**src/rtl/afifo_axis_reader_pkg.sv**
```systemverilog
// rtl/afifo_axis_reader_pkg.sv - shared widths, FSM states and tkeep helper for the FIFO-to-AXIS reader
package fifo_axis_defs;

  typedef enum logic [1:0] {
    ST_IDLE  = 2'd0,
    ST_RUN   = 2'd1,
    ST_FLUSH = 2'd2
  } state_e;

  function automatic int word_width(input int data_w, input int bytes_per_word);
    return data_w * bytes_per_word;
  endfunction

  function automatic int keep_width(input int bytes_per_word);
    return bytes_per_word;
  endfunction

  function automatic int idx_width(input int n);
    return (n > 1) ? $clog2(n) : 1;
  endfunction

  // Low nbytes lanes valid; used for the partial word pushed on flush.
  function automatic logic [31:0] keep_mask(input logic [31:0] nbytes);
    return (32'd1 << nbytes) - 32'd1;
  endfunction

endpackage

```
**src/rtl/axis_skid_buf.sv**
```systemverilog
// rtl/axis_skid_buf.sv - 2-entry registered output slice with occupancy count
module axis_skid_buf #(
  parameter int W = 37
) (
  input  logic         clk,
  input  logic         rst,
  input  logic         in_valid,
  input  logic [W-1:0] in_data,
  output logic         in_ready,
  output logic         out_valid,
  input  logic         out_ready,
  output logic [W-1:0] out_data,
  output logic [1:0]   count
);

  logic [W-1:0] ent0_q, ent0_d;
  logic [W-1:0] ent1_q, ent1_d;
  logic [1:0]   cnt_q, cnt_d;
  logic         pop, push;

  assign in_ready  = (cnt_q < 2'd2);
  assign out_valid = (cnt_q != 2'd0);
  assign out_data  = ent0_q;
  assign count     = cnt_q;

  always_comb begin
    ent0_d = ent0_q;
    ent1_d = ent1_q;
    cnt_d  = cnt_q;
    pop    = out_valid && out_ready;
    push   = in_valid && in_ready;
    case ({pop, push})
      2'b10: begin
        ent0_d = ent1_q;
        ent1_d = '0;
        cnt_d  = cnt_q - 2'd1;
      end
      2'b01: begin
        if (cnt_q == 2'd0) ent0_d = in_data;
        else               ent1_d = in_data;
        cnt_d = cnt_q + 2'd1;
      end
      2'b11: begin
        // Head leaves while a new beat arrives; occupancy is unchanged.
        if (cnt_q == 2'd1) begin
          ent0_d = in_data;
        end else begin
          ent0_d = ent1_q;
          ent1_d = in_data;
        end
      end
      default: ;
    endcase
  end

  always_ff @(posedge clk) begin
    if (rst) begin
      ent0_q <= '0;
      ent1_q <= '0;
      cnt_q  <= '0;
    end else begin
      ent0_q <= ent0_d;
      ent1_q <= ent1_d;
      cnt_q  <= cnt_d;
    end
  end

endmodule

```
**src/rtl/afifo_axis_reader.sv**
```systemverilog
// rtl/afifo_axis_reader.sv - drains an 8-bit FIFO and packs bytes into AXI-Stream words with packet framing
module afifo_axis_reader
  import fifo_axis_defs::*;
#(
  parameter int DATA_W         = 8,
  parameter int BYTES_PER_WORD = 4,
  parameter int PKT_WORDS      = 256,
  parameter int CNT_W          = 10
) (
  input  logic                             clk,
  input  logic                             rst,
  input  logic                             enable,
  input  logic                             flush,
  input  logic [DATA_W-1:0]                fifo_dout,
  input  logic                             fifo_empty,
  input  logic [CNT_W-1:0]                 fifo_rd_data_count,
  output logic                             fifo_rd_en,
  output logic [DATA_W*BYTES_PER_WORD-1:0] m_axis_tdata,
  output logic [BYTES_PER_WORD-1:0]        m_axis_tkeep,
  output logic                             m_axis_tlast,
  output logic                             m_axis_tvalid,
  input  logic                             m_axis_tready,
  output logic                             busy,
  output logic [15:0]                      pkt_done_cnt,
  output logic [CNT_W-1:0]                 fill_level
);

  localparam int WORD_W = word_width(DATA_W, BYTES_PER_WORD);
  localparam int KEEP_W = keep_width(BYTES_PER_WORD);
  localparam int BI_W   = idx_width(BYTES_PER_WORD);
  localparam int WI_W   = idx_width(PKT_WORDS);
  localparam int BUF_W  = WORD_W + KEEP_W + 1;
  localparam logic [BI_W-1:0] LAST_BYTE = BI_W'(BYTES_PER_WORD - 1);
  localparam logic [WI_W-1:0] LAST_WORD = WI_W'(PKT_WORDS - 1);

  state_e              state_q, state_d;
  logic                rd_pend_q, rd_pend_d;
  logic [BI_W-1:0]     byte_idx_q, byte_idx_d;
  logic [WI_W-1:0]     word_idx_q, word_idx_d;
  logic [WORD_W-1:0]   data_q, data_d;
  logic [15:0]         pkt_cnt_q, pkt_cnt_d;
  logic [CNT_W-1:0]    fill_q;

  logic                push, push_last, in_ready, completes, room, rd_en;
  logic [WORD_W-1:0]   push_data, word_in;
  logic [KEEP_W-1:0]   push_keep;
  logic [1:0]          skid_count;
  logic [BUF_W-1:0]    skid_out;

  // A byte already in flight that completes a word will claim a buffer slot.
  assign completes = rd_pend_q && (byte_idx_q == LAST_BYTE);
  assign room      = completes ? (skid_count == 2'd0) : (skid_count < 2'd2);
  assign rd_en     = (state_q == ST_RUN) && enable && !fifo_empty && room;

  assign fifo_rd_en   = rd_en;
  assign busy         = (state_q != ST_IDLE) || (skid_count != 2'd0);
  assign pkt_done_cnt = pkt_cnt_q;
  assign fill_level   = fill_q;
  assign {m_axis_tlast, m_axis_tkeep, m_axis_tdata} = skid_out;

  always_comb begin
    word_in = data_q;
    word_in[32'(byte_idx_q) * DATA_W +: DATA_W] = fifo_dout;
  end

  always_comb begin
    state_d    = state_q;
    rd_pend_d  = rd_en;
    byte_idx_d = byte_idx_q;
    word_idx_d = word_idx_q;
    data_d     = data_q;
    pkt_cnt_d  = pkt_cnt_q;
    push       = 1'b0;
    push_data  = '0;
    push_keep  = '0;
    push_last  = 1'b0;

    if (rd_pend_q) begin
      if (byte_idx_q == LAST_BYTE) begin
        push       = 1'b1;
        push_data  = word_in;
        push_keep  = '1;
        push_last  = (word_idx_q == LAST_WORD);
        byte_idx_d = '0;
        data_d     = '0;
        if (word_idx_q == LAST_WORD) begin
          word_idx_d = '0;
          pkt_cnt_d  = pkt_cnt_q + 16'd1;
        end else begin
          word_idx_d = word_idx_q + WI_W'(1);
        end
      end else begin
        data_d     = word_in;
        byte_idx_d = byte_idx_q + BI_W'(1);
      end
    end

    case (state_q)
      ST_IDLE: begin
        if (enable) state_d = ST_RUN;
      end
      ST_RUN: begin
        if (flush) state_d = ST_FLUSH;
        else if (!enable && byte_idx_q == '0 && !rd_pend_q) state_d = ST_IDLE;
      end
      ST_FLUSH: begin
        // Termination waits until the last read byte has landed in the packer.
        if (!rd_pend_q) begin
          if (byte_idx_q != '0) begin
            if (in_ready) begin
              push       = 1'b1;
              push_data  = data_q;
              push_keep  = KEEP_W'(keep_mask(32'(byte_idx_q)));
              push_last  = 1'b1;
              byte_idx_d = '0;
              word_idx_d = '0;
              data_d     = '0;
              pkt_cnt_d  = pkt_cnt_q + 16'd1;
              state_d    = ST_IDLE;
            end
          end else if (word_idx_q != '0) begin
            if (in_ready) begin
              push       = 1'b1;
              push_last  = 1'b1;
              word_idx_d = '0;
              pkt_cnt_d  = pkt_cnt_q + 16'd1;
              state_d    = ST_IDLE;
            end
          end else begin
            state_d = ST_IDLE;
          end
        end
      end
      default: state_d = ST_IDLE;
    endcase
  end

  always_ff @(posedge clk) begin
    if (rst) begin
      state_q    <= ST_IDLE;
      rd_pend_q  <= 1'b0;
      byte_idx_q <= '0;
      word_idx_q <= '0;
      data_q     <= '0;
      pkt_cnt_q  <= '0;
      fill_q     <= '0;
    end else begin
      state_q    <= state_d;
      rd_pend_q  <= rd_pend_d;
      byte_idx_q <= byte_idx_d;
      word_idx_q <= word_idx_d;
      data_q     <= data_d;
      pkt_cnt_q  <= pkt_cnt_d;
      fill_q     <= fifo_rd_data_count;
    end
  end

  axis_skid_buf #(.W(BUF_W)) u_skid (
    .clk       (clk),
    .rst       (rst),
    .in_valid  (push),
    .in_data   ({push_last, push_keep, push_data}),
    .in_ready  (in_ready),
    .out_valid (m_axis_tvalid),
    .out_ready (m_axis_tready),
    .out_data  (skid_out),
    .count     (skid_count)
  );

endmodule

```
**config.mk**
```make
export PLATFORM = sky130hd
export DESIGN_NAME = afifo_axis_reader
export DESIGN_NICKNAME = d
export VERILOG_FILES = /design/src/rtl/afifo_axis_reader_pkg.sv /design/src/rtl/axis_skid_buf.sv /design/src/rtl/afifo_axis_reader.sv
export SDC_FILE = /design/constraint.sdc
export NUM_CORES = 1
export LEC_CHECK = 0
export BUFFER_PORTS_ARGS = -buffer_cell sky130_fd_sc_hd__buf_2
export CORE_MARGIN = 2
export CORE_UTILIZATION = 55
export DETAILED_ROUTE_END_ITERATION = 8
export HOLD_SLACK_MARGIN = 0.05
export PLACE_DENSITY = 0.87
export SYNTH_ARGS = -nofsm -noshare
export SYNTH_HDL_FRONTEND = slang
export SYNTH_SLANG_ARGS = --single-unit
export TNS_END_PERCENT = 50
```
**constraint.sdc**
```tcl
create_clock -name clk -period 3.76 [get_ports clk]
set_input_delay 0.752 -clock clk [delete_from_list [all_inputs] [get_ports clk]]
set_output_delay 0.752 -clock clk [all_outputs]
set_load 0.1 [all_outputs]
```
==> metrics.md <==
| Metric | Value |
|---|---|
| Status | `completed` |
| Worst setup startpoint | `byte_idx_q[0]` |
| YS warnings | `0` |
| Clock tree buffer depth | `2` |
| Routed Wire Length | `15.73 mm` |
| Worst Tran Pin Value | `0.9529 ns` |
| Final WS setup | `~0.27 ns` |
| Initial antenna violation count | `0` |
| First-pass GRT wire length | `approximately 26 mm` |
| Vias in the first global route | `approximately 5,400` |
| Synthesized area | `between 6000 and 7000 µm²` |
| Drt wl/cell | `16.65 µm` |
| Tightest Hold Check Type | `reg2reg` |
| Core area | `~11,000 µm²` |
| Postcts setup bufs | `0` |
| R2r setup slk | `between 0.2 and 0.3 ns` |
| Relative slew slack | `0.3599` |
| Total GRT Usage | `0.2507` |
| Worst Hold End | `u_skid.ent1_q[6]` |
| Clock Sinks | `147` |
| Most common cell after layout, fill and taps aside | `dfxtp_1` |
| First-pass detailed-route iteration total | `7` |
| Syn nets | `750` |
| Worst endpoint required time | `~4.1 ns` |
| Overflow after GRT | `0` |
| Fraction of registers with async set/reset | `0` |
| Worst Path Max Fanout | `16` |
| Power per cell area | `~560 nW/µm²` |
| Pre-CTS WS | `about 0.24 ns` |
| Nets@finish | `slightly above 800` |
| Vias after detailed routing | `between 5,000 and 6,000` |
| Setup violations, final | `0` |
| Yosys reg bits | `147` |
| Layout area overhead | `17.10%` |
| Worst reg-to-reg path cell count | `11` |
| Highest clock rate | `between 200 and 300 MHz` |
| Placer Congestion | `about 0.9` |
| Port Buf Inserts | `between 80 and 90` |
| Period Utilization, post-route | `0.9294` |
| LEAKAGE | `about 0.0028 µW` |
| Critical Path AT | `3.85 ns` |
| CTS tree | `done` |
| Share of post-route cells with drive strength above 1 | `0.2269` |
| Syn avg cell area | `about 9.0 µm²` |
| Hold Buf Count CTS | `0` |
| FP Rows | `39` |
| Htree depth | `4` |
| Hold path start | `u_skid.ent1_q[6]` |
| Clock transition at the registers of the reported paths | `about 0.06 ns` |
| Synth cell types | `59` |
| IO Count | `90` |
| DRT iter0 DRCs | `about 400` |
| Top_reg_cell synth | `dfxtp_1` |
| RSZ-0062 raised after global routing | `no` |
| Most frequent cells in the layout | `dfxtp_1 (147), nor2_1 (99), buf_2 (89)` |
| Die footprint | `between 10,000 and 15,000 µm²` |
| Setup CP Type | `reg2reg` |
| Number of synthesized flops with an enable pin | `0` |
| Max-slew violations | `0` |
| CTS Root Cell | `clkbuf_16` |
| Register area share after synthesis | `0.4597` |
| Worst setup EP type | `register` |
| Max-cap violations | `0` |
| Diodes inserted | `0` |
| Max VDD drop | `0.3598 mV` |
| Largest net degree at the start of global routing | `45` |
| Worst flop-to-flop path startpoint | `byte_idx_q[0]` |
| Final hold violations | `0` |
| Clk_lat worst skew | `between 0.4 and 0.5 ns` |
| Vias/cell | `6.002` |
| Die Wd | `111.9 µm` |
| Hold path cells | `2` |
| DRC errors left | `0` |
| Remaining antenna violation count | `0` |
| Fin crit period | `3.495 ns` |
| Mapped Cells | `about 700` |
| Clock skew | `approximately 0.0074 ns` |
| Setup TNS | `0 ns` |
| FF-to-FF End | `u_skid.ent1_q[2]` |
| Chip height | `between 100 and 150 µm` |
| Starting Density | `0.5630` |
| CP Launch Type | `register` |
| CTS buffer count | `17` |
| Final Power | `4167 µW` |
| Post-DP HPWL | `10.66 mm` |
==> per-stage QoR <==
stage	utilization	instance area [µm²]	hold WS [ns]	std cells
6_report	0.6593	7496	0.4543	945
5_1_grt	0.6593	7496	0.4738	945
4_1_cts	0.6581	7482	0.4558	944
3_5_place_dp	0.6079	6912	0.4414	913
3_3_place_gp	0.6079	6912	0.4342	913
2_1_floorplan	-	6401	0.4249	712
==> critical path, stage by stage, from the launching register on <==
cell      delay (ns)
dfxtp_1         0.42
inv_1           0.18
ha_1            0.20
nor4bb_2        0.42
a21oi_4         0.16
nor2_2          0.29
inv_1           0.10
ha_1            0.23
a22oi_1         0.19
o21ai_1         0.22
or3_2           0.78
o21ai_2         0.22
==> state kept, by name (all words and copies together) (netlist names) <==
signal	count
u_skid.out_data	37
byte_idx_q	2
u_skid.count	2
rd_pend_q	1
word_idx_q	8
data_q	32
fill_level	10
u_skid.ent1_q	37
pkt_done_cnt	16
state_q	2
==> synthesized netlist by cell type (3+ instances only) <==
master | n | area share
clkbuf_1 | 26 | 0.015
buf_2 | 11 | 0.0086
and3_1 | 5 | 0.0049
ha_1 | 14 | 0.027
a22oi_1 | 60 | 0.070
nand2b_1 | 34 | 0.033
xnor2_1 | 4 | 0.0055
nor2b_1 | 13 | 0.013
dfxtp_1 | 147 | 0.46
or2_2 | 4 | 0.0039
or3_1 | 4 | 0.0039
nor3_1 | 10 | 0.0078
nand4_1 | 3 | 0.0029
o2111ai_1 | 7 | 0.0096
buf_6 | 4 | 0.0070
a21oi_1 | 10 | 0.0078
a22o_1 | 3 | 0.0041
a211oi_1 | 5 | 0.0059
o22ai_2 | 4 | 0.0078
xor2_1 | 14 | 0.019
and2_1 | 11 | 0.011
o21ai_2 | 30 | 0.041
a31oi_1 | 3 | 0.0029
o21ai_1 | 4 | 0.0031
nor2_1 | 99 | 0.058
nand2_1 | 83 | 0.049
a311oi_1 | 33 | 0.045
o21ai_0 | 9 | 0.0070
inv_1 | 14 | 0.0082
nand3_1 | 4 | 0.0031
==> routing by layer <==
metal  vias up  wire length (µm)  GRT usage
li1       2703                 -          -
met1      2674              6525     0.3117
met2       250              7651     0.4222
met3        45              1144    0.05171
met4         0               410     0.1086
met5         -                 0          0
==> layout make-up <==
class                           count  area, µm²
Multi-Input combinational cell    507       3201
Fill cell                         908       3874
Tap cell                          143      178.9
Timing Repair Buffer              103      550.5
Clock inverter                     11      103.9
Inverter                           14      52.55
Clock buffer                       20      466.7
Sequential cell                   147       2943
==> how the worst max path moves through the flow <==
| stage | to | depth (start not counted) |
|---|---|---|
| 3_5_place_dp | u_skid.ent1_q[0] | 11 |
| 4_1_cts | u_skid.ent1_q[0] | 11 |
| 3_3_place_gp | u_skid.ent1_q[0] | 11 |
| 6_report | u_skid.ent1_q[2] | 11 |
| 2_1_floorplan | u_skid.ent1_q[24] | 15 |
| 5_1_grt | u_skid.ent1_q[2] | 11 |
==> cell families after synthesis <==
| kind of cell | share of synthesized area |
|---|---|
| buf+inv | 0.04261 |
| simple gates | 0.2158 |
| fa+ha+maj | 0.02737 |
| mux | 0.001564 |
| flops | 0.4597 |
| compound gates | 0.2283 |
| xor+xnor | 0.02463 |
==> what timing repair did <==
action	in CTS	in global routing
endpoints found under the hold margin	0	0
setup endpoints to repair	0	32
resized for setup	0	2
==> where the power goes <==
group / internal, µW / switching, µW / leakage (µW)
logic: 144 / 735 / 0.00133
registers: 1630 / 41.0 / 0.00119
clock network: 961 / 653 / 0.000272
total: 2740 / 1430 / 0.00279
Note: power is estimated with default switching activity, not from simulation.
